**src/rtl/chimera_cluster_pwr_seq.sv**
```systemverilog
// Per-cluster clock-gate / reset / AXI-isolation sequencer.
// One independent FSM per cluster enforces a safe power-up and power-down order.
module chimera_cluster_pwr_seq #(
    parameter int unsigned NumClusters   = 5,
    parameter int unsigned ClkWaitCycles = 8,
    parameter int unsigned RstWaitCycles = 4,
    parameter int unsigned IsoTimeout    = 1024
) (
    input  logic                   clk_i,
    input  logic                   rst_ni,
    input  logic [NumClusters-1:0] cluster_en_i,
    input  logic [NumClusters-1:0] cluster_iso_ack_i,
    input  logic [NumClusters-1:0] err_clr_i,
    output logic [NumClusters-1:0] cluster_clk_en_o,
    output logic [NumClusters-1:0] cluster_rst_no,
    output logic [NumClusters-1:0] cluster_iso_o,
    output logic [NumClusters-1:0] cluster_busy_o,
    output logic [NumClusters-1:0] cluster_on_o,
    output logic [NumClusters-1:0] cluster_err_o
);

    localparam int unsigned MaxCR   = (ClkWaitCycles > RstWaitCycles) ? ClkWaitCycles : RstWaitCycles;
    localparam int unsigned MaxWait = (MaxCR > IsoTimeout) ? MaxCR : IsoTimeout;
    localparam int unsigned CntW    = $clog2(MaxWait + 1);

    localparam logic [CntW-1:0] ClkLast = CntW'(ClkWaitCycles - 1);
    localparam logic [CntW-1:0] RstLast = CntW'(RstWaitCycles - 1);
    localparam logic [CntW-1:0] IsoLast = CntW'(IsoTimeout - 1);

    typedef enum logic [2:0] {
        OFF,
        CLK_ON,
        RST_REL,
        DEISO,
        ON,
        ISO,
        RST_HOLD
    } state_e;

    for (genvar g = 0; g < NumClusters; g++) begin : g_cluster
        state_e          state_q, state_d;
        logic [CntW-1:0] cnt_q, cnt_d;
        logic            clk_en_q, clk_en_d;
        logic            rst_n_q, rst_n_d;
        logic            iso_q, iso_d;
        logic            busy_q, busy_d;
        logic            on_q, on_d;
        logic            err_q, err_d;
        logic            err_set;

        always_comb begin
            state_d = state_q;
            err_set = 1'b0;

            unique case (state_q)
                OFF:      if (cluster_en_i[g]) state_d = CLK_ON;
                CLK_ON:   if (cnt_q == ClkLast) state_d = RST_REL;
                RST_REL:  if (cnt_q == RstLast) state_d = DEISO;
                DEISO: begin
                    if (!cluster_iso_ack_i[g]) begin
                        state_d = ON;
                    end else if (cnt_q == IsoLast) begin
                        err_set = 1'b1;
                    end
                end
                ON:       if (!cluster_en_i[g]) state_d = ISO;
                ISO: begin
                    if (cluster_iso_ack_i[g]) begin
                        state_d = RST_HOLD;
                    end else if (cnt_q == IsoLast) begin
                        err_set = 1'b1;
                        state_d = RST_HOLD;
                    end
                end
                RST_HOLD: if (cnt_q == RstLast) state_d = OFF;
                default:  state_d = OFF;
            endcase

            // Counter restarts on every state entry; a stuck DEISO parks it at the timeout value.
            if (state_d != state_q) begin
                cnt_d = '0;
            end else if (state_q == OFF || state_q == ON) begin
                cnt_d = '0;
            end else if (state_q == DEISO && cnt_q == IsoLast) begin
                cnt_d = cnt_q;
            end else begin
                cnt_d = cnt_q + CntW'(1);
            end

            // Outputs are decoded from the next state so they register on the same edge.
            clk_en_d = (state_d != OFF);
            rst_n_d  = (state_d == RST_REL) || (state_d == DEISO) ||
                       (state_d == ON)      || (state_d == ISO);
            iso_d    = !((state_d == DEISO) || (state_d == ON));
            busy_d   = (state_d != OFF) && (state_d != ON);
            on_d     = (state_d == ON);
            err_d    = err_set | (err_q & ~err_clr_i[g]);
        end

        always_ff @(posedge clk_i or negedge rst_ni) begin
            if (!rst_ni) begin
                state_q  <= OFF;
                cnt_q    <= '0;
                clk_en_q <= 1'b0;
                rst_n_q  <= 1'b0;
                iso_q    <= 1'b1;
                busy_q   <= 1'b0;
                on_q     <= 1'b0;
                err_q    <= 1'b0;
            end else begin
                state_q  <= state_d;
                cnt_q    <= cnt_d;
                clk_en_q <= clk_en_d;
                rst_n_q  <= rst_n_d;
                iso_q    <= iso_d;
                busy_q   <= busy_d;
                on_q     <= on_d;
                err_q    <= err_d;
            end
        end

        assign cluster_clk_en_o[g] = clk_en_q;
        assign cluster_rst_no[g]   = rst_n_q;
        assign cluster_iso_o[g]    = iso_q;
        assign cluster_busy_o[g]   = busy_q;
        assign cluster_on_o[g]     = on_q;
        assign cluster_err_o[g]    = err_q;
    end

endmodule
```
**config.mk**
```make
export PLATFORM = sky130hd
export DESIGN_NAME = chimera_cluster_pwr_seq
export DESIGN_NICKNAME = d
export VERILOG_FILES = /design/src/rtl/chimera_cluster_pwr_seq.sv
export SDC_FILE = /design/constraint.sdc
export NUM_CORES = 1
export LEC_CHECK = 0
export CORE_MARGIN = 5
export CORE_UTILIZATION = 45
export CTS_CLUSTER_SIZE = 28
export DETAILED_ROUTE_END_ITERATION = 12
export PLACE_DENSITY = 0.68
export SLEW_MARGIN = 25
export SYNTH_ARGS = -nofsm -noshare
export SYNTH_HDL_FRONTEND = slang
export SYNTH_SLANG_ARGS = --single-unit
```
**constraint.sdc**
```tcl
create_clock -name clk_i -period 2.87 [get_ports clk_i]
set_input_delay 0.7175 -clock clk_i [delete_from_list [all_inputs] [get_ports clk_i]]
set_output_delay 0.7175 -clock clk_i [all_outputs]
set_load 0.005 [all_outputs]
```
=== Word level (Yosys, flattened, before mapping) ===
Index checks and enable logic that the tools add are counted.

* Logic and storage cells: 270
* Register bits after elaboration: 100

* Bitwise logic cells: 15
* Mux-type cells: 80
* Reduce and logical (&&, ||, !) cells: 50
* Add/subtract/negate cells: 5
* Equality and inequality tests: 80

{| class="wikitable"
|+ Operators by type and width
! kind !! count
|-
| $mux W11 || 15
|-
| $mux W3 || 40
|-
| $pmux W3 S7 || 5
|-
| $eq A3 B3 Y1 const B || 25
|-
| $eq A3 B2 Y1 const B || 20
|-
| $add A11 B1 Y11 const B || 5
|-
| $eq A11 B10 Y1 const B || 5
|-
| $eq A11 B2 Y1 const B || 5
|-
| $eq A11 B3 Y1 const B || 5
|-
| $ne A3 B3 Y1 const B || 10
|-
| $logic_or A1 B1 Y1 || 25
|-
| $eq A3 B1 Y1 const B || 5
|-
| $logic_not A3 Y1 || 5
|-
| $mux W1 || 15
|-
| $ne A3 B3 Y1 || 5
|-
| $reduce_bool A3 Y1 || 5
|-
| $logic_and A1 B1 Y1 || 10
|-
| $pmux W1 S2 || 5
|-
| $and A1 B1 Y1 || 5
|-
| $logic_not A1 Y1 || 5
|-
| $not A1 Y1 || 5
|-
| $or A1 B1 Y1 || 5
|}

=== Depth between registers and ports, before layout ===
Gate-level depths: netlist (run 1).

* Word-level depth: 8
* Mapped depth: 8
* Mapped depth without buffers: 7

=== Worst setup path before layout (run 1) ===
No wires, ideal clock.

* Path kind: reg-to-reg
* Start: register g_cluster[0].cnt_q[0]
* End: register g_cluster[0].clk_en_q
* Buffers on the path: 0
* Arrival time: 2.273 ns
* Clock period less this slack: 2.412 ns
* Data required time: 2.731 ns
* Cell stages (with the launch flop): 6
* Path slack: 0.458 ns
* Cells stage by stage: dfrtp_1 ha_1 or4b_1 or3_1 a311o_1 or4b_1

* Cells in the longest elaborated chain, start to end: 5

{| class="wikitable"
|+ Ends and longest elaborated chain
! item !! RTL line !! text
|-
| start: declaration || 42 || <nowiki>logic [CntW-1:0] cnt_q, cnt_d;</nowiki>
|-
| start signal: assignment || 112 || <nowiki>cnt_q <= cnt_d;</nowiki>
|-
| $eq A11 B10 Y1 || 70 || <nowiki>end else if (cnt_q == IsoLast) begin</nowiki>
|-
| $mux W3 || 70 ||
|-
| $mux W3 || 68 || <nowiki>if (cluster_iso_ack_i[g]) begin</nowiki>
|-
| $pmux W3 S7 * || 55 || <nowiki>unique case (state_q)</nowiki>
|-
| via g_cluster[0].state_d[0] || 41 || <nowiki>state_e state_q, state_d;</nowiki>
|-
| $reduce_bool A3 Y1 * || 91 || <nowiki>clk_en_d = (state_d != OFF);</nowiki>
|-
| via g_cluster[0].clk_en_d || 43 || <nowiki>logic clk_en_q, clk_en_d;</nowiki>
|-
| end signal: assignment || 113 || <nowiki>clk_en_q <= clk_en_d;</nowiki>
|-
| end: declaration || 43 ||
|}

Mark *: on every way through the listed nets, which the timed path passes. The rest lies on a longest branch.
A chain may end at the register's enable or synchronous reset.

=== Worst setup path in the final report (run 1) ===
* Start: register g_cluster[4].cnt_q[3]
* End: register g_cluster[4].cnt_q[9]

* Cells in the longest elaborated chain, start to end: 6

{| class="wikitable"
|+ Ends and longest elaborated chain
! item !! RTL line !! text
|-
| start: declaration || 42 ||
|-
| start signal: assignment || 112 ||
|-
| $eq A11 B10 Y1 || 70, 84 ||
|-
| $mux W3 || 70 ||
|-
| $mux W3 || 68 ||
|-
| $pmux W3 S7 || 55 ||
|-
| $ne A3 B3 Y1 || 80 || <nowiki>if (state_d != state_q) begin</nowiki>
|-
| $ne A3 B3 Y1 (no line) or $mux W11 (tied branches) || - ||
|}

Several ways; a longest one is shown, not always the timed one. The select of a mux whose other input is x is not followed.

==> flow_metrics.tcl, run 1 <==
set metrics [dict create \
    nFillCells 1171 \
    fin_hold_ws_ns 0.3707 \
    rsz0062_at_grt "no" \
    netlist_top_cells_count "95 x dfrtp_1, 76 x nor2_1, 37 x nand2_1" \
    fin_crit_ns 2.593 \
    cts_root_buf "clkbuf_16" \
    grt_pass1_vias 4346 \
    crit_arrival_ns 2.80 \
    cts_resized 0 \
    firstDrtPassIters 5 \
    start_util_pct 45.76 \
    clkSinkCount 100 \
    clock_latency_ns 0.34 \
    post_cts_buffers 0 \
    required_ns 3.08 \
    fin_cells 822 \
    cap_violations 0 \
    synthArstFlopShare_pct 100.0 \
    syn_nets 653 \
    placed_area_um2 6230 \
    num_vias 4628 \
    holdBufCountCts 0 \
    synth-edff-count 0 \
    die_area_um2 15200 \
    synth_seq_cells 100 \
    crit_slowest_cell "nor4_1" \
    synth.largest_area_cell "dfrtp_1" \
    netlist_instances 631 \
    io_pins 47 \
    cp_slowest_stage_delay_ns 0.68 \
    hold_class "in2async" \
    drive_gt1_share_pct 6.923 \
    core_area_um2 12620 \
    slew_headroom_pct 50.22 \
    die_w_um 123.3 \
    timing.rr.start "g_cluster[4].cnt_q[3]" \
    p_per_area_nw_per_um2 820.1 \
    status "complete, no violations" \
    peakVddDrop_uv 357.6 \
    drt-initial-drc-count 360 \
    path_cells "nor4_1 > nand4_1 > a221oi_1 > a32o_1 > nor2_1" \
    worst_pin_slew_ns 0.7398 \
    diodes 0 \
    cts_buffer_depth 2 \
    nets 667 \
    worstSetupPathType "reg2reg" \
    routabilityCongestion 0.8832 \
    multi_input_area_um2 2840 \
    grtUsageTotal_pct 15.78 \
    cts_tree "yes" \
    seq_area_um2 2509 \
    p_total_mw 5.345 \
    drt-total-wl_um 11520 \
    dieHeight_um 123.3 \
    design_area_um2 6518 \
    skew_ns 0.008227 \
    rows 41 \
    syn_to_final_growth_pct 12.87 \
    post-route-period-util_pct 90.36 \
    yosys.area.top_type_share_pct 41.17 \
    io_buffers 46 \
    wire_per_inst_um 14.02 \
    drc_errors 0 \
    endpoint_kind "flip-flop" \
    ant_nets 0 \
    ys.flop_type "dfrtp_1" \
    htreeDepth 3 \
    ys_seq_area_share_pct 43.45 \
    vias_per_cell 5.630 \
    synth_area_um2 5774 \
    placed_cells 806 \
    final-max-slew-violation-count 0 \
    antenna_found_initial 0 \
    synth.distinct_cells 71 \
    grt_max_degree 55 \
    cts_inserted_buffers 9 \
    start_kind "flip-flop" \
    rr_worst_depth 5 \
    fmax_mhz 385.6 \
    setup_viol 0 \
    synth.top_cells.by_area "dfrtp_1 41%, nor2_1 4.9%, buf_4 3.9%, xnor2_1 3.3%, xor2_1 2.9%" \
    leakagePower_nw 2.663 \
    crit_start "g_cluster[4].cnt_q[3]" \
    hold_violations 0 \
    yosysWarnings 0 \
    hpwl_um 8220 \
    syn_area_per_cell_um2 9.151 \
    crit_path_max_fanout 11 \
    path_clk_slew_ns 0.07 \
    grt_overflow 0 \
    fin_setup_tns_ns 0 \
    synth_most_common_cell "dfrtp_1" \
    grt_pass1_wl_um 19550 \
]
-- cells in the final DEF (no fill, tap or decap), types with 7 or more instances in the layout --
cell / instances
nand2b_1: 9
nor4_1: 13
nand2_1: 37
nor2b_1: 11
buf_4: 12
and2_1: 9
inv_1: 28
dfrtp_1: 95
a21oi_1: 20
or3_1: 11
xor2_1: 19
nor2_1: 76
nand3_1: 27
mux2i_1: 8
nor3_1: 14
o21ai_0: 18
and3_1: 11
clkbuf_16: 9
nor3b_1: 10
clkdlybuf4s50_1: 45
and4_1: 7
xnor2_1: 22
nand4_1: 20
-- critical path: cells and delay by family, from the launching register on --
kind	cells	cell delay (ns)
AOI/OAI and AO/OA	2	1.03
DFF	1	0.43
and+or+nand+nor	3	1.00
-- area by class of cell --
type,count,share of cell area [%]
Multi-Input combinational cell,448,43.58
Sequential cell,100,38.49
Timing Repair Buffer,58,8.601
Clock buffer,12,3.628
Tap cell,172,3.302
Inverter,28,1.613
Clock inverter,4,0.7871
-- worst paths after layout --
kind | to | slack (ns)
hold reg to reg | g_cluster[0].err_q | 0.53
max in group asynchronous | g_cluster[3].iso_q | 1.76
setup reg to reg | g_cluster[4].cnt_q[9] | 0.28
hold / removal | g_cluster[4].cnt_q[8] | 0.37
setup / recovery | g_cluster[4].cnt_q[9] | 0.28
min in group clk_i | g_cluster[0].err_q | 0.53
-- state kept, by name, indices dropped and copies added, names as in the netlist --
| signal | cells |
|---|---|
| g_cluster.cnt_q | 55 |
| g_cluster.clk_en_q | 5 |
| g_cluster.state_q | 15 |
| g_cluster.iso_q | 5 |
| g_cluster.on_q | 5 |
| g_cluster.rst_n_q | 5 |
| g_cluster.err_q | 5 |
| g_cluster.busy_q | 5 |
-- per-stage QoR --
| stage | utilization (%) | setup WS, ns |
|---|---|---|
| finish | 51.65 | 0.2768 |
| CTS | 51.65 | 0.2892 |
| global placement | 49.37 | 0.2325 |
| floorplan | - | 0.4584 |
| detailed placement | 49.37 | 0.1539 |
| global route | 51.65 | 0.07767 |
-- logic make-up after synthesis --
logic type / count (synthesis) / synth area share, %
AO/OA/AOI/OAI: 102 / 12.59
XOR/XNOR: 41 / 6.219
adder cells (fa/ha/maj): 5 / 1.083
buffers and inverters: 83 / 7.367
flip-flops: 100 / 43.45
multiplexers: 9 / 1.582
AND/OR/NAND/NOR: 291 / 27.71
-- routing by layer --
layer | global-route usage, % | wire, µm | part of all wire, % | vias up
met4 | 5.952 | 203 | 1.8 | 0
met3 | 3.522 | 485 | 4.2 | 18
met2 | 25.52 | 5469 | 47 | 98
met5 | 0 | 0 | 0 | -
met1 | 20.75 | 5364 | 47 | 2242
li1 | - | - | - | 2270
-- power breakdown --
| group | internal [mW] | switching [mW] | total (mW) |
|---|---|---|---|
| clock network | 0.677 | 0.494 | 1.17 |
| logic | 1.00 | 1.02 | 2.02 |
| registers | 1.76 | 0.386 | 2.15 |
Note: power is estimated with default switching activity, not from simulation.
==> inputs of run 2 (changes only) <==
--- a/config.mk
+++ b/config.mk
@@ -5,11 +5,12 @@
 export SDC_FILE = /design/constraint.sdc
 export NUM_CORES = 1
 export LEC_CHECK = 0
-export CORE_MARGIN = 5
+export CORE_MARGIN = 2
 export CORE_UTILIZATION = 45
 export CTS_CLUSTER_SIZE = 28
 export DETAILED_ROUTE_END_ITERATION = 12
 export PLACE_DENSITY = 0.68
+export SKIP_CTS_REPAIR_TIMING = 1
 export SLEW_MARGIN = 25
 export SYNTH_ARGS = -nofsm -noshare
 export SYNTH_HDL_FRONTEND = slang
==> run 2 against run 1 <==
  * First-iteration DRC count increased by 21%
  * Largest cell class unchanged
  * Via count decreased by 0.71%
  * Clock-buffer cell count decreased by 3
  * Routed wire length decreased by 1.3%
  * Combinational power about the same
  * Critical endpoint is now g_cluster[4].cnt_q[2]
  * Critical path type unchanged
  * Sequential share of layout area decreased by 0.14 points
  * Register-to-register slack about the same
  * Setup slack got worse by 0.0049 ns
  * Die area decreased by 9.5%
  * Power increased by 1.5%
==> flow_metrics.tcl, run 2 (synthesis gave the netlist of run 1 again) <==
set metrics [dict create \
    nFillCells 1140 \
    largest_reg_flops 55 \
    start_util_pct 45.94 \
    crit_arrival_ns 2.82 \
    regToRegSetupSlack_ns 0.27 \
    syn_to_final_growth_pct 13.28 \
    required_ns 3.09 \
    grtUsageTotal_pct 17.46 \
    seq_area_um2 2509 \
    final_cell_mix "95 x dfrtp_1, 76 x nor2_1, 45 x clkdlybuf4s50_1" \
    crit_path_max_fanout 11 \
    largestRegisters "g_cluster.cnt_q x55, g_cluster.state_q x15" \
    drt-total-wl_um 11370 \
    crit_start "g_cluster[4].cnt_q[10]" \
    die_area_um2 13750 \
    routabilityCongestion 0.8626 \
    placed_cells 807 \
    endpoint_kind "flip-flop" \
    multi_input_area_um2 2840 \
    fin_setup_tns_ns 0 \
    layout_commonest_cell "dfrtp_1" \
    crit_buf_inv 0 \
    cts_tree "yes" \
    final-max-slew-violation-count 0 \
    grt_overflow 0 \
    hold_violations 0 \
    htreeDepth 3 \
    timing.rr.start "g_cluster[4].cnt_q[10]" \
    dieHeight_um 117.3 \
    slew_headroom_pct 49.59 \
    firstDrtPassIters 5 \
    clock_latency_ns 0.35 \
    vias_per_cell 5.583 \
    ant_nets 0 \
    antenna_found_initial 0 \
    dp_slack_ns 0.1406 \
    setup_viol 0 \
    io_pins 47 \
    die_w_um 117.3 \
    status "complete, no violations" \
    drive_gt1_share_pct 7.527 \
    worstSetupPathType "reg2reg" \
    cp_slowest_stage_delay_ns 0.67 \
    cts_root_buf "clkbuf_16" \
    fmax_mhz 384.9 \
    core_area_um2 12570 \
    p_total_mw 5.425 \
    nets 668 \
    rr_worst_depth 5 \
    grt_max_degree 55 \
    leakagePower_nw 2.683 \
    path_clk_slew_ns 0.07 \
    skew_ns 0.008933 \
    fin_cells 823 \
    wire_per_inst_um 13.82 \
    drt-initial-drc-count 435 \
    clkSinkCount 100 \
    start_kind "flip-flop" \
    crit_family "compound AO/OA/AOI/OAI gates" \
    grt_pass1_vias 4345 \
    path_cells "nor4_1 > nand4_1 > a221oi_1 > a32o_1 > nor3_1" \
    rsz0062_at_grt "no" \
    num_vias 4595 \
    regToRegEndpoint "g_cluster[4].cnt_q[2]" \
    grt_pass1_wl_um 19460 \
    p_per_area_nw_per_um2 829.3 \
    top_register "g_cluster.cnt_q" \
    peakVddDrop_uv 390.6 \
    hold_class "in2async" \
    drc_errors 0 \
    cap_violations 0 \
    fin_crit_ns 2.598 \
    post-route-period-util_pct 90.53 \
    cts_buffer_depth 2 \
    io_buffers 46 \
    cts_inserted_buffers 9 \
    crit_slowest_cell "nor4_1" \
    worst_pin_slew_ns 0.7492 \
    rows 41 \
    diodes 0 \
    hpwl_um 8030 \
    setup_slack_ns 0.2719 \
    fin_util_pct 52.05 \
]
-- run 2: power breakdown --
group / switching [mW] / internal, mW
clock network: 0.551 / 0.688
logic: 1.05 / 1.00
registers: 0.378 / 1.76
-- run 2: metal layers --
metal / vias up / track usage, % / share of wire (%)
li1: 2277 / - / -
met1: 2212 / 24.03 / 48
met2: 83 / 27.32 / 47
met3: 23 / 2.369 / 2.9
met4: 0 / 8.392 / 2.5
met5: - / 0 / 0
-- run 2: worst max-delay path by stage --
stage	to	slack (ns)	cells after the start
5_1_grt	g_cluster[4].cnt_q[2]	0.08	5
2_1_floorplan	g_cluster[0].clk_en_q	0.46	5
6_report	g_cluster[4].cnt_q[2]	0.27	5
3_5_place_dp	g_cluster[3].clk_en_q	0.14	7
4_1_cts	g_cluster[0].clk_en_q	0.29	5
3_3_place_gp	g_cluster[3].clk_en_q	0.23	6
-- run 2: area by class of cell --
| class | instances | share of cell area, % |
|---|---|---|
| clock buffer | 9 | 3.443 |
| clock inverter | 7 | 1.205 |
| inverter | 28 | 1.607 |
| multi-input combinational | 448 | 43.42 |
| sequential | 100 | 38.35 |
| tap | 172 | 3.290 |
| timing repair buffer | 59 | 8.684 |
-- run 2: worst register-to-register path: stages (launching register included) --
cell and delay [ns]:
dfrtp_1 0.42, nor4_1 0.67, nand4_1 0.21, a221oi_1 0.51
a32o_1 0.52, nor3_1 0.13
-- run 2: per-stage QoR --
stage | hold WS, ns | cell area, µm²
2_1_floorplan | 0.4219 | 5774
4_1_cts | 0.2886 | 6541
5_1_grt | 0.3131 | 6541
6_report | 0.2770 | 6541
3_5_place_dp | 0.5308 | 6237
3_3_place_gp | 0.5143 | 6237
==> inputs of run 3 (changes only) <==
--- a/config.mk
+++ b/config.mk
@@ -10,6 +10,7 @@
 export CTS_CLUSTER_SIZE = 28
 export DETAILED_ROUTE_END_ITERATION = 12
 export PLACE_DENSITY = 0.68
+export RECOVER_POWER = 50
 export SKIP_CTS_REPAIR_TIMING = 1
 export SLEW_MARGIN = 25
 export SYNTH_ARGS = -nofsm -noshare
==> run 3 against run 2 <==
  * The flow now finishes with violations (max-capacitance violations, max-slew violations)
  * Power is 0.55% lower
  * Final area is 0.34% lower
  * Die area stayed put
  * First-iteration DRC count is 3.7% lower
  * Setup slack better by 0.020 ns
  * Clock-buffer cell count stayed put
  * Cell count stayed put
  * Highest routed layer unchanged
==> flow_metrics.tcl, run 3 (synthesis gave the netlist of run 1 again) <==
set metrics [dict create \
    status "finished with violations" \
    violations "max-capacitance violations, max-slew violations" \
    top_register "g_cluster.cnt_q" \
    fmax_mhz 387.9 \
    crit_path_frequent_cell "or4b_1" \
    fin_crit_ns 2.578 \
    core_area_um2 12570 \
    antenna_found_initial 0 \
    routabilityCongestion 0.8626 \
    drt-total-wl_um 11310 \
    die_area_um2 13750 \
    worst_pin_slew_ns 1.531 \
    crit_arrival_ns 2.79 \
    slew_headroom_pct -2.084 \
    htreeDepth 3 \
    drt-initial-drc-count 419 \
    crit_family "simple AND/OR/NAND/NOR gates" \
    start_kind "flip-flop" \
    hold_violations 0 \
    leakagePower_nw 2.667 \
    endpoint "g_cluster[0].clk_en_q" \
    grt_overflow 0 \
    layout_commonest_cell "dfrtp_1" \
    hpwl_um 8030 \
    io_pins 47 \
    setup_viol 0 \
    crit_buf_inv 0 \
    fin_setup_tns_ns 0 \
    grt_use_met2_pct 27.32 \
    crit_slowest_cell "or4b_1" \
    diodes 0 \
    cts_inserted_buffers 9 \
    final-max-slew-violation-count 31 \
    nets 668 \
    start_util_pct 45.94 \
    cts_tree "yes" \
    path_clk_slew_ns 0.07 \
    cp_slowest_stage_delay_ns 0.54 \
    worstSetupPathType "reg2reg" \
    placed_area_um2 6237 \
    top_usage_layer "met2" \
    hold_class "reg2reg" \
    syn_to_final_growth_pct 12.89 \
    firstDrtPassIters 5 \
    final_cell_mix "95 x dfrtp_1, 76 x nor2_1, 38 x clkdlybuf4s50_1" \
    crit_start "g_cluster[0].cnt_q[0]" \
    skew_ns 0.008845 \
    ant_nets 0 \
    cts_root_buf "clkbuf_16" \
    endpoint_kind "flip-flop" \
    grt_pass1_vias 4345 \
    cts_buffer_depth 2 \
    path_depth 5 \
    timing.rr.start "g_cluster[0].cnt_q[0]" \
    crit_path_max_fanout 6 \
    num_vias 4527 \
    met1_usage_pct 24.03 \
    required_ns 3.09 \
    grt_pass1_wl_um 19460 \
    largestRegisters "g_cluster.cnt_q x55, g_cluster.state_q x15" \
    peakVddDrop_uv 377.1 \
    design_area_um2 6519 \
    grtUsageMet3_pct 2.369 \
    dieHeight_um 117.3 \
    drc_errors 0 \
    rr_worst_depth 5 \
    clkSinkCount 100 \
    rsz0062_at_grt "no" \
    io_buffers 46 \
    vias_per_cell 5.501 \
    die_w_um 117.3 \
    clock_latency_ns 0.35 \
    wire_per_inst_um 13.74 \
    grtUsageTotal_pct 17.46 \
    regToRegEndpoint "g_cluster[0].clk_en_q" \
    path_cells "ha_1 > or4b_1 > or3_1 > a311o_1 > or4b_1" \
    cap_violations 1 \
    largest_reg_flops 55 \
    rows 41 \
    grt_max_degree 55 \
    post-route-period-util_pct 89.82 \
    regToRegSetupSlack_ns 0.29 \
    p_per_area_nw_per_um2 827.6 \
    drive_gt1_share_pct 7.220 \
]
-- run 3: cell types whose count changed in the layout (fill, tap and decap cells not counted), sizes merged --
cell,previous run,this run
clkbuf,9,13
buf,14,10
clkdlybuf4s50,45,38
dlygate4sd3,0,7
-- run 3: worst min path at each step --
stage                       start                     to  slack (ns)  cells past startpoint
2_1_floorplan              rst_ni    g_cluster[0].busy_q        0.42                      0
3_3_place_gp   g_cluster[3].err_q     g_cluster[3].err_q        0.51                      2
3_5_place_dp   g_cluster[4].err_q     g_cluster[4].err_q        0.53                      2
4_1_cts                    rst_ni  g_cluster[4].cnt_q[8]        0.29                      1
5_1_grt        g_cluster[3].err_q     g_cluster[3].err_q        0.56                      2
6_report       g_cluster[4].err_q     g_cluster[4].err_q        0.54                      2
-- run 3: stage by stage --
step                      instances  util (%)  worst slack (ns)  total power, mW  hold slack (ns)
final                           823     51.87            0.2921            5.395           0.5384
after global routing            823     51.87           0.07851            5.807           0.5644
after CTS                       823     52.05            0.2913            5.462           0.2886
after floorplan                 631         -            0.4584            3.645           0.4219
after global placement          807     49.63            0.2340            4.137           0.5143
after detailed placement        807     49.63            0.1406            4.201           0.5308
-- run 3: where the power goes --
| group | switching (mW) | total [mW] | internal (mW) |
|---|---|---|---|
| Combinational | 1.04 | 2.03 | 0.985 |
| Sequential | 0.374 | 2.14 | 1.76 |
| Clock | 0.544 | 1.23 | 0.688 |
| Total | 1.96 | 5.39 | 3.43 |
-- run 3: layout make-up --
| cell class | count | area, µm² |
|---|---|---|
| tap | 172 | 215.2 |
| fill | 1142 | 6050 |
| timing repair buffer | 59 | 545.5 |
| multi-input combinational | 448 | 2840 |
| clock buffer | 9 | 225.2 |
| clock inverter | 7 | 78.83 |
| inverter | 28 | 105.1 |
| sequential | 100 | 2509 |
-- run 3: routing by layer --
layer	vias to the layer above	share of wire, %	routed length (µm)
met1	2176	48	5428
li1	2276	-	-
met4	0	1.3	151
met2	63	48	5428
met3	12	2.6	299
met5	-	0	0
-- run 3: worst reg2reg max path, stage by stage (launching register included) --
cell and delay [ns]:
dfrtp_1 0.39, ha_1 0.26, or4b_1 0.48, or3_1 0.36, a311o_1 0.42, or4b_1 0.54
